==> config.mk <==
export PLATFORM = sky130hd
export DESIGN_NAME = clock_ratio_detector
export DESIGN_NICKNAME = d
export VERILOG_FILES = /design/src/rtl/clock_ratio_pkg.sv /design/src/rtl/clock_ratio_detector_edge_period_counter.sv /design/src/rtl/clock_ratio_detector.sv
export SDC_FILE = /design/constraint.sdc
export NUM_CORES = 1
export LEC_CHECK = 0
export CORE_ASPECT_RATIO = 0.75
export CORE_MARGIN = 1
export CORE_UTILIZATION = 35
export DETAILED_ROUTE_END_ITERATION = 8
export GPL_TIMING_DRIVEN = 0
export HOLD_SLACK_MARGIN = 0.03
export SKIP_CTS_REPAIR_TIMING = 1
export SYNTH_ARGS = -nofsm -noshare
export SYNTH_HDL_FRONTEND = slang
export SYNTH_SLANG_ARGS = --single-unit
==> constraint.sdc <==
create_clock -name Clock_in -period 6.2 [get_ports Clock_in]
set_input_delay 1.86 -clock Clock_in [delete_from_list [all_inputs] [get_ports Clock_in]]
set_output_delay 1.86 -clock Clock_in [all_outputs]
set_load 0.02 [all_outputs]
==> src/rtl/clock_ratio_pkg.sv <==
// Shared FSM encoding, period constants and period-to-selection decode
// for clock_ratio_detector and its edge/period counter.
package clock_ratio_pkg;

  typedef enum logic [1:0] {
    ST_IDLE,
    ST_MEASURE,
    ST_CHECK,
    ST_LOCKED
  } state_e;

  localparam int CNT_W = 6;
  localparam logic [CNT_W-1:0] CNT_MAX = '1;

  localparam logic [CNT_W-1:0] PERIOD_DIV2  = 6'd2;
  localparam logic [CNT_W-1:0] PERIOD_DIV4  = 6'd4;
  localparam logic [CNT_W-1:0] PERIOD_DIV8  = 6'd8;
  localparam logic [CNT_W-1:0] PERIOD_DIV16 = 6'd16;

  typedef struct packed {
    logic       legal;
    logic [1:0] sel;
  } decode_t;

  function automatic decode_t decode_period(input logic [CNT_W-1:0] p);
    decode_t d;
    d.legal = 1'b1;
    d.sel   = 2'b00;
    case (p)
      PERIOD_DIV2:  d.sel = 2'b00;
      PERIOD_DIV4:  d.sel = 2'b01;
      PERIOD_DIV8:  d.sel = 2'b10;
      PERIOD_DIV16: d.sel = 2'b11;
      default:      d.legal = 1'b0;
    endcase
    return d;
  endfunction

endpackage

==> src/rtl/clock_ratio_detector_edge_period_counter.sv <==
// Two-stage sampler of the divided clock, rising-edge detect and a
// saturating period counter that restarts at 1 on every detected edge.
module edge_period_counter
  import clock_ratio_pkg::*;
(
  input  logic             clk_i,
  input  logic             rst_i,
  input  logic             clk_div_i,
  output logic             rise_o,
  output logic [CNT_W-1:0] cnt_o
);

  logic             d0_q;
  logic             d1_q;
  logic [CNT_W-1:0] cnt_q;
  logic [CNT_W-1:0] cnt_d;

  always_ff @(posedge clk_i or posedge rst_i) begin
    if (rst_i) begin
      d0_q  <= 1'b0;
      d1_q  <= 1'b0;
      cnt_q <= '0;
    end else begin
      d0_q  <= clk_div_i;
      d1_q  <= d0_q;
      cnt_q <= cnt_d;
    end
  end

  assign rise_o = d0_q & ~d1_q;

  always_comb begin
    cnt_d = cnt_q;
    if (rise_o) begin
      cnt_d = CNT_W'(1);
    end else if (cnt_q != CNT_MAX) begin
      cnt_d = cnt_q + 1'b1;
    end
  end

  assign cnt_o = cnt_q;

endmodule

==> src/rtl/clock_ratio_detector.sv <==
// Recovers the divide ratio (2/4/8/16) of Clk_div relative to Clock_in.
// Define CLOCK_RATIO_DETECTOR_TIMEOUT_EN to enable loss-of-edge timeout and Lost.
module clock_ratio_detector
  import clock_ratio_pkg::*;
#(
  parameter int TIMEOUT    = 40,
  parameter int LOCK_COUNT = 2
) (
  input  logic       Clock_in,
  input  logic       Reset,
  input  logic       Clk_div,
  output logic [1:0] Sel_out,
  output logic       Valid,
  output logic       Error,
  output logic       Lost
);

`ifdef CLOCK_RATIO_DETECTOR_TIMEOUT_EN
  localparam bit TIMEOUT_EN = 1'b1;
`else
  localparam bit TIMEOUT_EN = 1'b0;
`endif

  // LOCK_COUNT below 2 behaves as 2: a candidate always passes through CHECK.
  localparam logic [7:0] LOCK_LIM = 8'(LOCK_COUNT);

  logic             rise;
  logic [CNT_W-1:0] cnt;
  decode_t          dec;
  logic             timeout;

  state_e     state_q, state_d;
  logic [1:0] cand_q, cand_d;
  logic [7:0] match_q, match_d;
  logic [7:0] match_inc;
  logic [1:0] sel_q, sel_d;
  logic       valid_q, valid_d;
  logic       error_q, error_d;

  edge_period_counter u_edge_period_counter (
    .clk_i     (Clock_in),
    .rst_i     (Reset),
    .clk_div_i (Clk_div),
    .rise_o    (rise),
    .cnt_o     (cnt)
  );

  assign dec       = decode_period(cnt);
  assign match_inc = match_q + 8'd1;
  assign timeout   = TIMEOUT_EN & ~rise & (int'(cnt) >= TIMEOUT);

  always_ff @(posedge Clock_in or posedge Reset) begin
    if (Reset) begin
      state_q <= ST_IDLE;
      cand_q  <= '0;
      match_q <= '0;
      sel_q   <= '0;
      valid_q <= 1'b0;
      error_q <= 1'b0;
    end else begin
      state_q <= state_d;
      cand_q  <= cand_d;
      match_q <= match_d;
      sel_q   <= sel_d;
      valid_q <= valid_d;
      error_q <= error_d;
    end
  end

  // Edge handling wins over timeout when both land in the same cycle.
  always_comb begin
    state_d = state_q;
    cand_d  = cand_q;
    match_d = match_q;
    sel_d   = sel_q;
    if (rise) begin
      case (state_q)
        ST_IDLE: state_d = ST_MEASURE;
        ST_MEASURE: begin
          if (dec.legal) begin
            state_d = ST_CHECK;
            cand_d  = dec.sel;
            match_d = 8'd1;
          end
        end
        ST_CHECK: begin
          if (!dec.legal) begin
            state_d = ST_MEASURE;
            match_d = '0;
          end else if (dec.sel == cand_q) begin
            match_d = match_inc;
            if (match_inc >= LOCK_LIM) begin
              state_d = ST_LOCKED;
              sel_d   = cand_q;
            end
          end else begin
            cand_d  = dec.sel;
            match_d = 8'd1;
          end
        end
        ST_LOCKED: begin
          if (!dec.legal) begin
            state_d = ST_MEASURE;
            match_d = '0;
          end else if (dec.sel != sel_q) begin
            state_d = ST_CHECK;
            cand_d  = dec.sel;
            match_d = 8'd1;
          end
        end
        default: state_d = ST_IDLE;
      endcase
    end else if (timeout) begin
      state_d = ST_IDLE;
      match_d = '0;
    end
  end

  always_comb begin
    valid_d = (state_d == ST_LOCKED);
    error_d = rise & (state_q != ST_IDLE) & ~dec.legal;
  end

  assign Sel_out = sel_q;
  assign Valid   = valid_q;
  assign Error   = error_q;

`ifdef CLOCK_RATIO_DETECTOR_TIMEOUT_EN
  logic lost_q;

  always_ff @(posedge Clock_in or posedge Reset) begin
    if (Reset) begin
      lost_q <= 1'b0;
    end else if (rise) begin
      lost_q <= 1'b0;
    end else if (timeout) begin
      lost_q <= 1'b1;
    end
  end

  assign Lost = lost_q;
`else
  assign Lost = 1'b0;
`endif

endmodule
**Yosys cells after proc, flatten, opt, wreduce, memory -nomap -nowiden**

Index checks and enable logic that the tools add are counted.

- Order comparisons: 1
- Eq/ne operators: 17
- Reductions and logical operators: 8
- Add/sub/neg operators: 2
- Div/mod/pow operators: 0
- Shift operators: 0
- Multiply operators: 0
- Bitwise gates (word level): 5
- Multiplexer cells: 24

Operators with widths:

| operator | number |
|---|---|
| $mux 8 | 5 |
| $mux 2 | 12 |
| $pmux 8 s3 | 1 |
| $mux 6 | 2 |
| $pmux 2 s3 | 2 |
| $ne 2x2->1 const B | 5 |
| $add 8x1->8 const B | 1 |
| $ge 8x2->1 const B | 1 |
| $pmux 2 s4 | 1 |
| $reduce_and 7->1 | 1 |
| $add 6x1->6 const B | 1 |
| $eq 2x2->1 const B | 3 |
| $eq 6x2->1 const B | 1 |
| $eq 6x3->1 const B | 1 |
| $eq 6x4->1 const B | 1 |
| $eq 6x5->1 const B | 1 |
| $ne 6x6->1 const B | 1 |
| $reduce_and 5->1 | 1 |
| $reduce_and 4->1 | 1 |
| $reduce_bool 2->1 | 2 |
| $reduce_or 4->1 | 1 |
| $and 1x1->1 | 3 |
| $ne 3x3->1 const B | 1 |
| $reduce_bool 3->1 | 1 |
| other kinds (6) | 7 |

- Output and inout bits: 5
- Bits in writable memories: 0
- Bits in latches: 0
- Memories: 0
- Register bits after elaboration: 24
- Bits in read-only memories: 0

**Depth between registers and ports, before layout**

- Word-level depth: 8
- Depth in mapped cells: 10
- Gate-level depth less buffers: 8

**By module**

From an unflattened synthesis, not the netlist that was laid out.

- Cell total of the unflattened synthesis: 152
- Area total of the unflattened synthesis: 1455.1 um^2

By module, submodules not included:

| module | cells an instance | area an instance (um^2) | times used |
|---|---|---|---|
| clock_ratio_detector | 121 | 1096.1 | 1 |
| edge_period_counter | 31 | 359.1 | 1 |

**Worst setup path before layout**

OpenSTA, ideal clock, no wires.

- Kind: reg2out
- Start: register sel_q[0] (netlist: Sel_out[0])
- End: output port Sel_out[0]
- Path slack: 3893 ps
- Cell stages (with the launch flop): 1
- Arrival: 447 ps
- Path buffers: 0
- Path through: dfrtp_1

RTL lines:

| what | RTL line | text |
|---|---|---|
| start, declared | clock_ratio_detector.sv:36 | `logic [1:0] sel_q, sel_d;` |
| start signal, assigned | clock_ratio_detector.sv:64 | `sel_q <= sel_d;` |
| end, declared | clock_ratio_detector.sv:12 | `output logic [1:0] Sel_out,` |

No word-level cell between the ends.

**Final worst setup path**

- Start: register sel_q[1] (netlist: Sel_out[1])
- End: output port Sel_out[1]

No word-level cell between the ends.

==> results.py <==
metrics = {
    "clocking": {
        "clk_pin_slew_worst_paths_ps": 80,
        "cts_buffer_depth": 2,
        "clock_sinks": 24,
        "tritoncts_clock_tree": "built",
        "cts_inserted_buffers": 3,
        "ctsRootBufferMaster": "clkbuf_8",
        "ctsHtreeMaxLevel": 1,
        "clock_insertion_delay_worst_skew_ps": 260,
    },
    "sta": {
        "achievable-frequency_mhz": 319,
        "grt_setup_unrepaired": "false",
        "timing_worst_slew_pin_value_ps": 918,
        "finalHoldViolCount": 0,
        "fin_tns_setup_ps": 0,
        "final-setup-viol-count": 0,
        "period_minus_slack_ps": 3140,
        "clock_skew_ps": 1.40,
        "finalCritPeriodShare_pct": 50.6,
        "finalMaxSlewViolations": 0,
        "relSlewSlack_pct": 38.7,
    },
    "synth": {
        "postSynthRegisterBits": 24,
        "ys_types": 45,
        "most_used_standard_cell_by_instance_count_after_synthesis": "dfrtp_1",
        "synth_top_flop_cell": "dfrtp_1",
        "post_synthesis_net_count": 158,
        "synthArstFlopShare_pct": 100,
        "number_of_synthesized_flops_with_an_enable_pin": 0,
        "yosys-top-cells-count": "dfrtp_1, nand3_1, o21ai_0, nor2_1, inv_1",
        "post_synth_main_area_contributors": "dfrtp_1, nand3_1, ha_1, o21ai_0, buf_6",
        "synthesis.area_um2": 1440,
        "netlist_instances": 150,
        "yosysSeqAreaShare_pct": 41.6,
        "syn-mean-instance-area_um2": 9.62,
        "synth_area_leader_cell": "dfrtp_1",
        "synth-warning-count": 0,
        "yosys.area.top_type_share_pct": 41.6,
    },
    "grt": {
        "grt_usage_pct": 14.9,
        "vias_in_the_first_global_route": 1064,
        "pin_count_of_the_biggest_net_entering_global_routing": 25,
        "antenna_found_initial": 0,
        "globalRouteOverflowTotal": 0,
        "global_route_wire_length_before_repair_um": 5120,
    },
    "place": {
        "port-buffer-count": 6,
        "hpwlAfterDp_um": 2050,
        "place_area_um2": 1570,
        "place_congestion": 0.862,
    },
    "setup_path": {
        "cp-start-kind": "register",
        "ff2ff_path_depth": 8,
        "reg2reg_slack_ps": 3610,
        "slowest_delay_ps": 620,
        "crit_path_cells": "clkdlybuf4s50_1",
        "cp_slowest_cell": "clkdlybuf4s50_1",
        "r2r-start": "u_edge_period_counter.cnt_o[0]",
        "critical_path.reg2reg.endpoint": "Sel_out[0]",
        "worst-endpoint-required_ps": 4340,
        "worst-path-max-fanout": 3,
        "endpoint_class_of_the_critical_path": "output port",
        "cp.buffers_inverters": 1,
        "worstSetupPathType": "reg -> out",
        "critPathTopFamily": "buffers and inverters",
        "crit_arrival_ps": 1280,
    },
    "finish": {
        "stdcell_area_um2": 1640,
        "finalNetCount": 169,
        "antenna_cells_inserted": 0,
        "layout-area-overhead-vs-synth_pct": 13.6,
        "post_route_cells_drive_above_1_share_pct": 12.5,
    },
    "floorplan": {
        "io-pin-count": 8,
        "floorplan.initialDensity_pct": 37.9,
        "dieHeight_um": 57.6,
        "num_rows": 19,
        "die_w_um": 76.1,
        "fp.dieArea_um2": 4390,
        "core_area_um2": 3800,
    },
    "routing": {
        "initialDrtViolationCount": 57,
        "post-route-drc-count": 0,
        "wl_per_cell_um": 13.2,
        "ant_nets": 0,
        "first_pass_iters": 4,
        "post_drt_via_cell_ratio": 5.28,
        "routed_wirelength_um": 2810,
        "routed-via-count": 1120,
    },
    "power_and_ir_drop": {
        "power.leakage_uw": 0.000690,
        "vdd.ir_drop.worst_mv": 0.212,
        "power_per_cell_area_nw_per_um2": 325,
    },
    "worst_hold_path": {
        "worst_hold_startpoint": "u_edge_period_counter.d0_q",
        "min-delay-path-class": "reg -> reg",
        "whs_path_depth": 0,
        "hold_endpoint": "u_edge_period_counter.d1_q",
    },
    "job": {
        "maxCapViolCount": 0,
    },
    "status": {
        "outcome": "completed",
    },
}
per-layer routing:
metal	routed length, µm	track usage [%]	vias up
met5	0	0	-
met4	27	4.12	0
met3	96	3.52	2
met2	1240	23.1	21
met1	1440	20.9	539
li1	-	-	558
sequential cells by signal, indices dropped and copies added, names as in the netlist:
register / flops
Error: 1
Sel_out: 2
Valid: 1
cand_q: 2
match_q: 8
state_q: 2
u_edge_period_counter.cnt_o: 6
u_edge_period_counter.d0_q: 1
u_edge_period_counter.d1_q: 1
report_power, final:
| part | switching (µW) | internal, µW |
|---|---|---|
| Clock | 50.3 | 86.3 |
| Combinational | 103 | 84.5 |
| Sequential | 23.0 | 185 |
stage by stage:
stage | utilization, % | worst slack [ps] | total power [µW] | hold slack (ps) | instances
3_3_place_gp | 41.2 | 3160 | 390 | 354 | 208
2_1_floorplan | - | 3880 | 351 | 347 | 150
3_5_place_dp | 41.2 | 3140 | 397 | 368 | 208
4_1_cts | 43.1 | 3050 | 537 | 389 | 212
6_report | 43.1 | 3060 | 532 | 383 | 212
5_1_grt | 43.1 | 3010 | 572 | 406 | 212
worst max path at each step:
| stage | start | end | slack [ps] | cells past startpoint |
|---|---|---|---|---|
| finish | Sel_out[1] | Sel_out[1] | 3060 | 1 |
| global route | Sel_out[0] | Sel_out[0] | 3010 | 1 |
| CTS | Sel_out[0] | Sel_out[0] | 3050 | 1 |
| detailed placement | Reset | Sel_out[0] | 3140 | 2 |
| global placement | Reset | cand_q[1] | 3160 | 2 |
| floorplan | Reset | Error | 3880 | 1 |
final cells by class:
cell class | count | area [µm²]
buffer | 7 | 61.3
clock buffer | 3 | 41.3
clock inverter | 1 | 30.0
fill | 386 | 2160
inverter | 8 | 30.0
multi-input combinational | 111 | 751
sequential | 24 | 601
tap | 52 | 65.1
timing repair buffer | 6 | 60.1
cells in the final DEF, fill, tap and decap left out, types with 2 or more instances in the layout:
cell	synthesis	final
and4bb_2	2	2
o21ai_0	10	10
nand2_1	6	6
clkdlybuf4s50_1	0	6
nor4b_1	2	2
mux2i_1	2	2
nor3_1	2	2
clkbuf_8	0	3
or4_1	3	3
a21oi_1	5	5
nor2b_1	3	3
and3_1	5	5
xor2_1	2	2
nand3_1	17	17
mux2_2	3	3
nor3b_2	2	2
inv_1	8	8
a31oi_1	4	4
nand2b_1	3	3
and2_1	4	4
or3_1	2	2
buf_6	4	4
xnor2_1	2	2
dfrtp_1	24	24
nor2_1	9	9
ha_1	5	5
kinds of logic (layout without fill, tap and decap cells):
| group | after synthesis | in the layout | share of synthesized area [%] |
|---|---|---|---|
| and+or+nand+nor | 66 | 66 | 27.1 |
| buffers and inverters | 15 | 25 | 6.33 |
| adders and majority gates | 5 | 5 | 4.34 |
| AOI/OAI and AO/OA | 29 | 29 | 13.0 |
| DFF | 24 | 24 | 41.6 |
| muxes | 5 | 5 | 3.73 |
| other | 1 | 1 | 0.260 |
| xor gates and xnor gates | 5 | 5 | 3.56 |
Note: power is estimated with default switching activity, not from simulation.
